--- config.mk ---
export PLATFORM = sky130hd
export DESIGN_NAME = program_loader_ctrl
export DESIGN_NICKNAME = d
export VERILOG_FILES = /design/src/rtl/program_loader_ctrl.sv
export SDC_FILE = /design/constraint.sdc
export NUM_CORES = 1
export LEC_CHECK = 0
export CAP_MARGIN = 20
export CORE_ASPECT_RATIO = 0.7
export CORE_MARGIN = 1.5
export CORE_UTILIZATION = 50
export DETAILED_ROUTE_END_ITERATION = 6
export HOLD_SLACK_MARGIN = 0.15
export PLACE_DENSITY = 0.74
export SLEW_MARGIN = 10
export SYNTH_ARGS = -nofsm -noshare
export SYNTH_HDL_FRONTEND = slang
export SYNTH_SLANG_ARGS = --single-unit
--- constraint.sdc ---
create_clock -name clk -period 2.72 [get_ports clk]
set_input_delay 0.272 -clock clk [delete_from_list [all_inputs] [get_ports clk]]
set_output_delay 0.272 -clock clk [all_outputs]
set_load 0.005 [all_outputs]
--- src/rtl/program_loader_ctrl.sv ---
// program_loader_ctrl: loads a framed, checksummed program image into memory, then runs the CPU until it halts.
module program_loader_ctrl #(
  parameter int ADDR_W      = 10,
  parameter int MEM_DEPTH   = 1024,
  parameter int HALT_WINDOW = 64
) (
  input  logic              clk,
  input  logic              reset,
  input  logic              load_start,
  input  logic              stop,
  input  logic              host_valid,
  output logic              host_ready,
  input  logic [7:0]        host_byte,
  output logic              mem_sel,
  output logic              mem_we,
  output logic [ADDR_W-1:0] mem_addr,
  output logic [7:0]        mem_wdata,
  output logic              cpu_reset,
  input  logic [31:0]       cpu_pc,
  output logic [2:0]        state,
  output logic [1:0]        err_code,
  output logic [31:0]       run_cycles
);
  typedef enum logic [2:0] {IDLE, LEN_LO, LEN_HI, PAYLOAD, CHECK, RUN, DONE, ERROR} state_t;
  localparam int HW = $clog2(HALT_WINDOW) + 1;
  localparam logic [16:0] MAX_LEN = 17'(MEM_DEPTH);
  localparam logic [HW-1:0] HALT_LAST = HW'(HALT_WINDOW - 1);
  state_t st;
  logic [15:0] len;
  logic [ADDR_W-1:0] addr;
  logic [7:0] csum;
  logic [HW-1:0] halt_cnt, halt_next;
  logic [31:0] prev_pc;
  logic xfer, last_byte;
  logic [15:0] n_next;
  assign state = st;
  assign host_ready = st inside {LEN_LO, LEN_HI, PAYLOAD, CHECK};
  assign xfer = host_valid & host_ready;
  assign n_next = {host_byte, len[7:0]};
  assign last_byte = 16'(addr) == len - 16'd1;
  // run_cycles is still zero on the first RUN cycle, which forces that cycle to count as a PC change
  assign halt_next = (run_cycles == '0 || cpu_pc != prev_pc) ? '0 : halt_cnt + 1'b1;
  always_ff @(posedge clk) begin
    if (reset) begin
      st <= IDLE;
      cpu_reset <= 1'b1;
      mem_sel <= 1'b1;
      mem_we <= 1'b0;
      mem_addr <= '0;
      mem_wdata <= '0;
      err_code <= '0;
      run_cycles <= '0;
      len <= '0;
      addr <= '0;
      csum <= '0;
      halt_cnt <= '0;
      prev_pc <= '0;
    end else begin
      mem_we <= 1'b0;
      if (stop && st != IDLE) begin
        st <= IDLE;
        cpu_reset <= 1'b1;
        mem_sel <= 1'b1;
      end else begin
        case (st)
          IDLE, DONE, ERROR: if (load_start) begin
            err_code <= '0;
            addr <= '0;
            csum <= '0;
            run_cycles <= '0;
            st <= LEN_LO;
          end
          LEN_LO: if (xfer) begin
            len[7:0] <= host_byte;
            st <= LEN_HI;
          end
          LEN_HI: if (xfer) begin
            len[15:8] <= host_byte;
            if ({1'b0, n_next} > MAX_LEN) begin
              st <= ERROR;
              err_code <= 2'd1;
            end else begin
              st <= (n_next == '0) ? CHECK : PAYLOAD;
            end
          end
          PAYLOAD: if (xfer) begin
            mem_we <= 1'b1;
            mem_addr <= addr;
            mem_wdata <= host_byte;
            addr <= addr + 1'b1;
            csum <= csum + host_byte;
            if (last_byte) st <= CHECK;
          end
          CHECK: if (xfer) begin
            if (host_byte == csum) begin
              st <= RUN;
              cpu_reset <= 1'b0;
              mem_sel <= 1'b0;
              halt_cnt <= '0;
            end else begin
              st <= ERROR;
              err_code <= 2'd2;
            end
          end
          RUN: begin
            run_cycles <= run_cycles + {31'b0, ~&run_cycles};
            prev_pc <= cpu_pc;
            halt_cnt <= halt_next;
            if (halt_next == HALT_LAST) begin
              st <= DONE;
              cpu_reset <= 1'b1;
              mem_sel <= 1'b1;
            end
          end
          default: st <= IDLE;
        endcase
      end
    end
  end
endmodule

; ---- After elaboration in Yosys (flattened, before gate mapping)
; Index checks and enable logic that the tools add are counted.
[op_classes]
n_addsub = 5
magnitude_cmp = 1
muxes = 34
reduce_logical = 26
bitwise = 3
n_eq_ne = 21
[ops]
columns = operator, n
row1 = case mux 32 bit (2 select lines), 1
row2 = adder 32 x 1 -> 32 bit, 1
row3 = zero test 32 bit, 1
row4 = two-way mux 32 bit, 1
row5 = != test 32 bit, 1
row6 = AND reduction 32 bit, 1
row7 = two-way mux 3 bit, 9
row8 = two-way mux 7 bit, 3
row9 = two-way mux 10 bit, 2
row10 = case mux 10 bit (2 select lines), 1
row11 = case mux 3 bit (6 select lines), 1
row12 = == test 10 x 16 -> 1 bit, 1
row13 = > comparator 16 x 11 -> 1 bit (second input constant), 1
row14 = zero test 16 bit, 1
row15 = two-way mux 8 bit, 2
row16 = != test 2 bit (second input constant), 8
row17 = case mux 8 bit (2 select lines), 1
row18 = subtractor 16 x 1 -> 16 bit (second input constant), 1
row19 = case mux 7 bit (2 select lines), 1
row20 = AND reduction 7 bit, 2
row21 = == test 3 bit (second input constant), 4
row22 = two-way mux 2 bit, 6
row23 = AND reduction 3 bit, 4
row24 = AND reduction 4 bit, 3
row25 = other kinds (23), 33
[totals]
input_bits = 45
ff_bits = 130
wordCells = 103

; ---- Logic depth before layout (Yosys ltp)
; Gate-level depths: netlist (run 1).
[depth]
depth_word = 6
depth_mapped = 13
depth_no_buf = 12

; ---- Least setup slack after synthesis (run 1)
; No wires, ideal clock.
[synth_timing]
path_kind = flip-flop to flip-flop
from = register run_cycles[26]
to = register run_cycles[21]
t_required_ns = 2.592
n_path_buf = 1
path_stages_with_launch = 14
path_slack_ns = 0.310
arrival_ns = 2.283
setup_ns = 0.128
cell_sequence = dfxtp_1 -> and3_1 -> and3_1 -> nand3_1 -> nor4_1 -> nand2_1 -> ha_1 -> nand3_1 -> or4b_1 -> clkbuf_1 -> nor2_1 -> and4_1 -> xnor2_1 -> nor2_1
[synth_via]
elab_chain_len = 4
[synth_lines]
columns = item, line
row1 = start: declaration, 22  ; output logic [31:0] run_cycles
row2 = start signal: assignment, 106  ; run_cycles <= run_cycles + {31'b0, ~&run_cycles};
row3 = AND reduction 32 bit, 106
row4 = zero test 1 bit, 106
row5 = adder 32 x 1 -> 32 bit, 106
row6 = case mux 32 bit (2 select lines), 65  ; case (st)
; Every way passes these cells.
; A chain may end at the register's enable or synchronous reset.

; ---- Worst setup path after layout (run 1)
[layout_timing]
from = register run_cycles[26]
to = register run_cycles[17]
; Same word-level chain as after synthesis.

==> results.yml, run 1 <==
logic_synthesis:
  synth_adder_area_share: 0.0272
  synth_top_cells_by_area: "sky130_fd_sc_hd__dfxtp_1 (39%), sky130_fd_sc_hd__nand2_1 (8.4%), sky130_fd_sc_hd__xor2_1 (8.0%)"
  synth-main-ff-cell: "sky130_fd_sc_hd__dfxtp_1"
  synth_nets: 889
  synth-edff-count: 0
  synth_top_area_share: 0.388
  syn_area_um2: 6700
  basic_gate_share_of_the_synthesized_area_counting_and_or_nand_and_nor_cells: 0.260
  yosysSeqAreaShare: 0.388
  yosys.area.top_type: "sky130_fd_sc_hd__dfxtp_1"
  synth-compound-area-share: 0.131
  post_synth_num_cell_types: 65
  largest_family_of_logic_cells_by_synthesized_area: "simple AND/OR/NAND/NOR gates"
  synth.ff_latch_count: 130
  muxShareOfSynthArea: 0.0347
  syn-mean-instance-area_um2: 8.08
  synthXorXnorAreaFrac: 0.117
  synth.yosys.warnings: 0
  netlist_instances: 830
  asyncSetResetFlopFracSynth: 0
grt:
  pin_count_of_the_biggest_net_entering_global_routing: 36
  grt_overflow: 0
  gr-usage-all-layers: 0.254
  grt_pass1_wl_um: 28700
  first_global_vias: 5635
  number_of_antenna_violations_at_the_first_check_in_global_routing: 0
cells_and_area:
  insertedDiodeCount: 0
  utilization: 0.661
  regArea_um2: 2600
  fraction_of_final_layout_cells_with_drive_strength_greater_than_1: 0.103
  fin_nets: 1006
  n_fill_cell: 1086
  multi_input_comb_area_um2: 3850
  layout-area-overhead-vs-synth_pct: 29.6
floorplan:
  design.core.area_um2: 13100
  die_outline_area_um2: 14100
  pin_count: 104
  die_h_um: 99.9
  num_rows: 35
  die_w_um: 141
  floorplan.initialDensity: 0.510
cts:
  post-cts-setup-buffer-count: 0
  clk_pin_slew_worst_paths_ns: 0.06
  tritoncts_num_sinks: 130
  tritoncts_clock_tree: "yes"
  numCtsBuffers: 17
  clock_tree.htree_level_count: 4
  worst_skew_pair.late_latency_ns: 0.42
  root_buffer: "sky130_fd_sc_hd__clkbuf_16"
  cts_max_path_buffers: 2
detailed_routing:
  first_pass_iters: 5
  drtIter0Drc: 519
  route.met2.wl_um: 7200
  detailroute.wirelength.met3_um: 1050
  wl_per_cell_um: 15.5
  top_layer_used: "met4"
  antenna_violating_nets_post_route: 0
  detailroute.via_count: 6251
  route.detailed.vias_per_inst: 5.55
  met1Wirelength_um: 9090
  wl_um: 17500
  drcViolationCount: 0
outcome:
  result_of_the_run: "finished, final reports clean"
pwr:
  total_leakage_power_nw: 3.30
  ir_worst_vdd_mv: 0.475
  cellPowerDensity_nw_per_um2: 571
min_path:
  hold_path.startpoint: "reset"
  hold_path_end: "addr[0]"
  hold_path_depth: 2
  min-delay-path-class: "in -> reg"
timing:
  achievable-frequency_ghz: 0.393
  max_slew.worst_pin.slew_ns: 0.580
  rsz0062_at_grt: "no"
  finalWorstPathRequiredPeriod_ns: 2.54
  finalMaxSlewViolations: 0
  setup-violations-final: 0
  slew_headroom: 0.614
  worst_clock_skew_ns: 0.0103
  count_of_endpoints_failing_hold_in_the_final_timing_report: 0
  setup_total_negative_slack_ns: 0
  fin_crit_sh: 0.934
place:
  place.port_buffers: 103
  gp_routability_congestion: 0.905
  post-dp-hpwl_um: 12300
setup_path:
  critical_path_peak_fanout: 5
  cp-start-kind: "flip-flop"
  cp.arrival_ns: 2.89
  endpoint_kind: "flip-flop"
  cp_cell_sequence: "and3_1, and3_1, nand3_1, nor4_2, nand2_1, ha_1, nand3_1, or4b_4, buf_4, or3_1, a21oi_1"
  rr_worst_depth: 11
  r2r-end: "run_cycles[17]"
  worst_path_largest_cell_delay_ns: 0.55
  crit_path_top_delay_cell: "sky130_fd_sc_hd__or4b_4"
  reg2reg_setup_slack_ns: 0.18
  worst_r2r_src: "run_cycles[26]"
  crit_required_ns: 3.07
  path_class: "reg -> reg"
run:
  maxCapViolations: 0
-- cell usage in the layout, fill, tap and decap left out, types with 19 or more instances in the layout --
master and n:
sky130_fd_sc_hd__a21oi_1 82, sky130_fd_sc_hd__buf_4 43, sky130_fd_sc_hd__clkdlybuf4s50_1 102, sky130_fd_sc_hd__dfxtp_1 130, sky130_fd_sc_hd__mux2i_1 21, sky130_fd_sc_hd__nand2_1 150, sky130_fd_sc_hd__nand3_1 26, sky130_fd_sc_hd__nor2_1 76
sky130_fd_sc_hd__nor4_1 20, sky130_fd_sc_hd__o21ai_0 19, sky130_fd_sc_hd__xnor2_1 26, sky130_fd_sc_hd__xor2_1 61
-- synthesized netlist by cell type, drive strengths merged (5+ instances only) --
library cell	number
nor2	78
nor3	17
nand2b	8
inv	17
nand2	150
buf	10
xor2	61
a21oi	82
xnor2	26
ha	13
and4	5
or3	8
nand3	26
o21ai	19
dfxtp	130
nor4	27
and3	13
nand4	15
clkbuf	37
mux2i	21
-- metal layers --
| metal | global-route usage | vias to the layer above |
|---|---|---|
| li1 | - | 3109 |
| met5 | 0 | - |
| met4 | 0.0698 | 0 |
| met3 | 0.0472 | 12 |
| met1 | 0.395 | 2924 |
| met2 | 0.354 | 206 |
-- report_power, final --
group          leakage, nW  internal (W)  switching (W)  total (W)
registers             1.05       0.00192      0.0000267    0.00195
logic                 1.96      0.000271       0.000329   0.000599
clock network        0.299       0.00152       0.000893    0.00241
-- critical path, delay by kind of cell, from the launching register on --
kind	cells	cell delay (ns)
AND/OR/NAND/NOR	8	1.65
AO/OA/AOI/OAI	1	0.16
flip-flops	1	0.32
adder cells (fa/ha/maj)	1	0.17
buffers and inverters	1	0.18
-- worst max-delay path by stage --
stage,from,to,cells after the start
after floorplan,run_cycles[26],run_cycles[21],13
after global placement,cpu_pc[23],halt_cnt[5],7
after detailed placement,cpu_pc[25],halt_cnt[5],7
after CTS,run_cycles[26],run_cycles[27],12
after global routing,run_cycles[26],run_cycles[28],12
final,run_cycles[26],run_cycles[17],11
-- state kept, by name, summed over array words and instances, names as in the netlist --
| register | cells |
|---|---|
| err_code | 2 |
| cpu_reset | 1 |
| mem_addr | 10 |
| state | 3 |
| addr | 10 |
| csum | 8 |
| halt_cnt | 7 |
| mem_we | 1 |
| mem_wdata | 8 |
| len | 16 |
| run_cycles | 32 |
| prev_pc | 32 |
-- cell type report --
cell class | count | share of cell area
Tap cell | 166 | 0.0239
Timing Repair Buffer | 146 | 0.155
Clock inverter | 12 | 0.0177
Multi-Input combinational cell | 635 | 0.443
Clock buffer | 20 | 0.0537
Inverter | 17 | 0.00734
Sequential cell | 130 | 0.299
-- repair_timing --
action / CTS / global route
setup endpoints to repair: 0 / 7
gates resized for setup: 0 / 5
hold buffers: 0 / 0
-- stage by stage --
stage	worst slack [ns]	hold slack [ns]	cell area (um^2)	instances	total power (W)
floorplan	0.310	0.405	6700	830	0.00235
global placement	0.111	0.446	8050	1094	0.00258
detailed placement	0.0341	0.447	8050	1094	0.00258
CTS	0.150	0.333	8670	1126	0.00498
global route	0.0000226	0.361	8690	1126	0.00513
finish	0.178	0.339	8690	1126	0.00496
-- logic make-up (layout without fill, tap and decap cells) --
kind of cell / after synthesis / after routing
muxes: 23 / 23
xor gates and xnor gates: 88 / 88
AOI/OAI and AO/OA: 146 / 146
buffers and inverters: 65 / 195
and+or+nand+nor: 364 / 364
DFF: 130 / 130
adders and majority gates: 14 / 14
Note: power is estimated with default switching activity, not from simulation.
==> run 2: changes to the inputs <==
--- a/config.mk
+++ b/config.mk
@@ -8,10 +8,10 @@
 export CAP_MARGIN = 20
 export CORE_ASPECT_RATIO = 0.7
 export CORE_MARGIN = 1.5
-export CORE_UTILIZATION = 50
+export CORE_UTILIZATION = 45
 export DETAILED_ROUTE_END_ITERATION = 6
 export HOLD_SLACK_MARGIN = 0.15
-export PLACE_DENSITY = 0.74
+export PLACE_DENSITY = 0.68
 export SLEW_MARGIN = 10
 export SYNTH_ARGS = -nofsm -noshare
 export SYNTH_HDL_FRONTEND = slang
==> results.yml, run 2 (synthesis results as in run 1) <==
timing:
  rsz0062_at_grt: "yes"
  count_of_endpoints_failing_hold_in_the_final_timing_report: 0
  finalMaxSlewViolations: 0
  achievable-frequency_ghz: 0.389
  finalHoldWorstSlack_ns: 0.391
  fin_crit_sh: 0.944
  finalWorstPathRequiredPeriod_ns: 2.57
  max_slew.worst_pin.slew_ns: 0.714
  slew_headroom: 0.524
  worst_clock_skew_ns: 0.0139
  setup-violations-final: 0
cts:
  root_buffer: "sky130_fd_sc_hd__clkbuf_16"
  worst_skew_pair.late_latency_ns: 0.42
  tritoncts_num_sinks: 130
  numCtsBuffers: 17
  clk_pin_slew_worst_paths_ns: 0.06
  clock_tree.htree_level_count: 4
  post-cts-setup-buffer-count: 0
  tritoncts_clock_tree: "yes"
  cts_max_path_buffers: 2
detailed_routing:
  drtIter0Drc: 333
  first_pass_iters: 5
  detailroute.via_count: 6205
  wl_per_cell_um: 15.0
  antenna_violating_nets_post_route: 0
  drcViolationCount: 0
  wl_um: 17400
  route.detailed.vias_per_inst: 5.35
pwr:
  total_leakage_power_nw: 3.27
  cellPowerDensity_nw_per_um2: 531
  ir_worst_vdd_mv: 0.498
run:
  maxCapViolations: 0
setup_path:
  path_class: "reg -> reg"
  startpoint: "run_cycles[26]"
  critical_path_peak_fanout: 4
  cp-start-kind: "flip-flop"
  cp.arrival_ns: 2.86
  crit_required_ns: 3.01
  worst_r2r_src: "run_cycles[26]"
  endpoint_kind: "flip-flop"
place:
  placed_cells: 1127
  gp_routability_congestion: 0.917
  place.port_buffers: 103
  post-dp-hpwl_um: 12400
  dpl-instance-area_um2: 8120
grt:
  grt_overflow: 0
  first_global_vias: 5646
  number_of_antenna_violations_at_the_first_check_in_global_routing: 0
  gr-usage-all-layers: 0.230
  grt_pass1_wl_um: 28600
  pin_count_of_the_biggest_net_entering_global_routing: 39
cells_and_area:
  fraction_of_final_layout_cells_with_drive_strength_greater_than_1: 0.105
  layout.cells.non_filler: 1159
  most_used_cells_in_the_layout_excluding_fill_and_tap_cells: "sky130_fd_sc_hd__nand2_1 (150), sky130_fd_sc_hd__dfxtp_1 (130), sky130_fd_sc_hd__clkdlybuf4s50_1 (102)"
  reg_top3: "prev_pc (32), run_cycles (32), len (16)"
  n_fill_cell: 1326
  layout_commonest_cell: "sky130_fd_sc_hd__nand2_1"
  fin_nets: 1010
  insertedDiodeCount: 0
  final_non_filler_cell_area_um2: 8670
  layout-area-overhead-vs-synth_pct: 29.3
floorplan:
  die_w_um: 149
  num_rows: 37
  design.core.area_um2: 14600
  floorplan.initialDensity: 0.458
  die_outline_area_um2: 15700
  pin_count: 104
  die_h_um: 105
min_path:
  min-delay-path-class: "in -> reg"
  hold_path.startpoint: "reset"
outcome:
  result_of_the_run: "finished, final reports clean"
==> run 2: final timing paths <==
check	slack [ns]	endpoint	depth (start not counted)
hold reg to reg	0.46	mem_wdata[5]	2
setup reg to reg	0.15	run_cycles[31]	12
hold / removal	0.39	mem_we	2
setup / recovery	0.15	run_cycles[31]	12
==> run 2: area by class of cell <==
cell class              instances  area, um^2  share of cell area
multi-input cells             635        3850               0.444
flip-flops and latches        130        2600               0.300
clock buffers                  19         443              0.0511
clock inverters                13        88.8              0.0102
repair buffers                150        1380               0.159
well taps                     195         244              0.0282
inverters                      17        63.8             0.00736
==> run 2: through the flow <==
stage / util / TNS, ns / total power, W / worst slack (ns)
after floorplan: - / 0 / 0.00235 / 0.310
after global placement: 0.555 / 0 / 0.00258 / 0.0933
after detailed placement: 0.555 / 0 / 0.00258 / 0.0454
after CTS: 0.591 / 0 / 0.00464 / 0.167
after global routing: 0.592 / -0.106 / 0.00479 / -0.0310
final: 0.592 / 0 / 0.00461 / 0.152
==> run 2: worst max-delay path, stage by stage (launching register included) <==
cell and delay (ns):
sky130_fd_sc_hd__dfxtp_1 0.31, sky130_fd_sc_hd__and3_1 0.19, sky130_fd_sc_hd__and3_1 0.21, sky130_fd_sc_hd__nand3_1 0.16
sky130_fd_sc_hd__nor4_2 0.07, sky130_fd_sc_hd__nand2_1 0.08, sky130_fd_sc_hd__ha_1 0.16, sky130_fd_sc_hd__nand3_1 0.08
sky130_fd_sc_hd__or4b_1 0.59, sky130_fd_sc_hd__buf_4 0.20, sky130_fd_sc_hd__nor4_2 0.17, sky130_fd_sc_hd__xnor2_1 0.16
sky130_fd_sc_hd__nor2_1 0.05
==> run 2: timing repair <==
item / CTS / global route
resized for setup: 0 / 4
endpoints found under the setup margin: 0 / 8
hold buffers: 0 / 0
==> run 2: routing by layer <==
layer	wire (um)	global-route usage	up-vias
li1	-	-	3128
met4	222	0.0679	0
met2	6790	0.311	226
met5	0	0	-
met1	9040	0.354	2832
met3	1290	0.0546	19
==> run 2: power by group <==
part	switching (W)	leakage, nW	internal [W]
registers	0.0000264	1.05	0.00192
clock network	0.000871	0.251	0.00118
logic	0.000329	1.98	0.000273
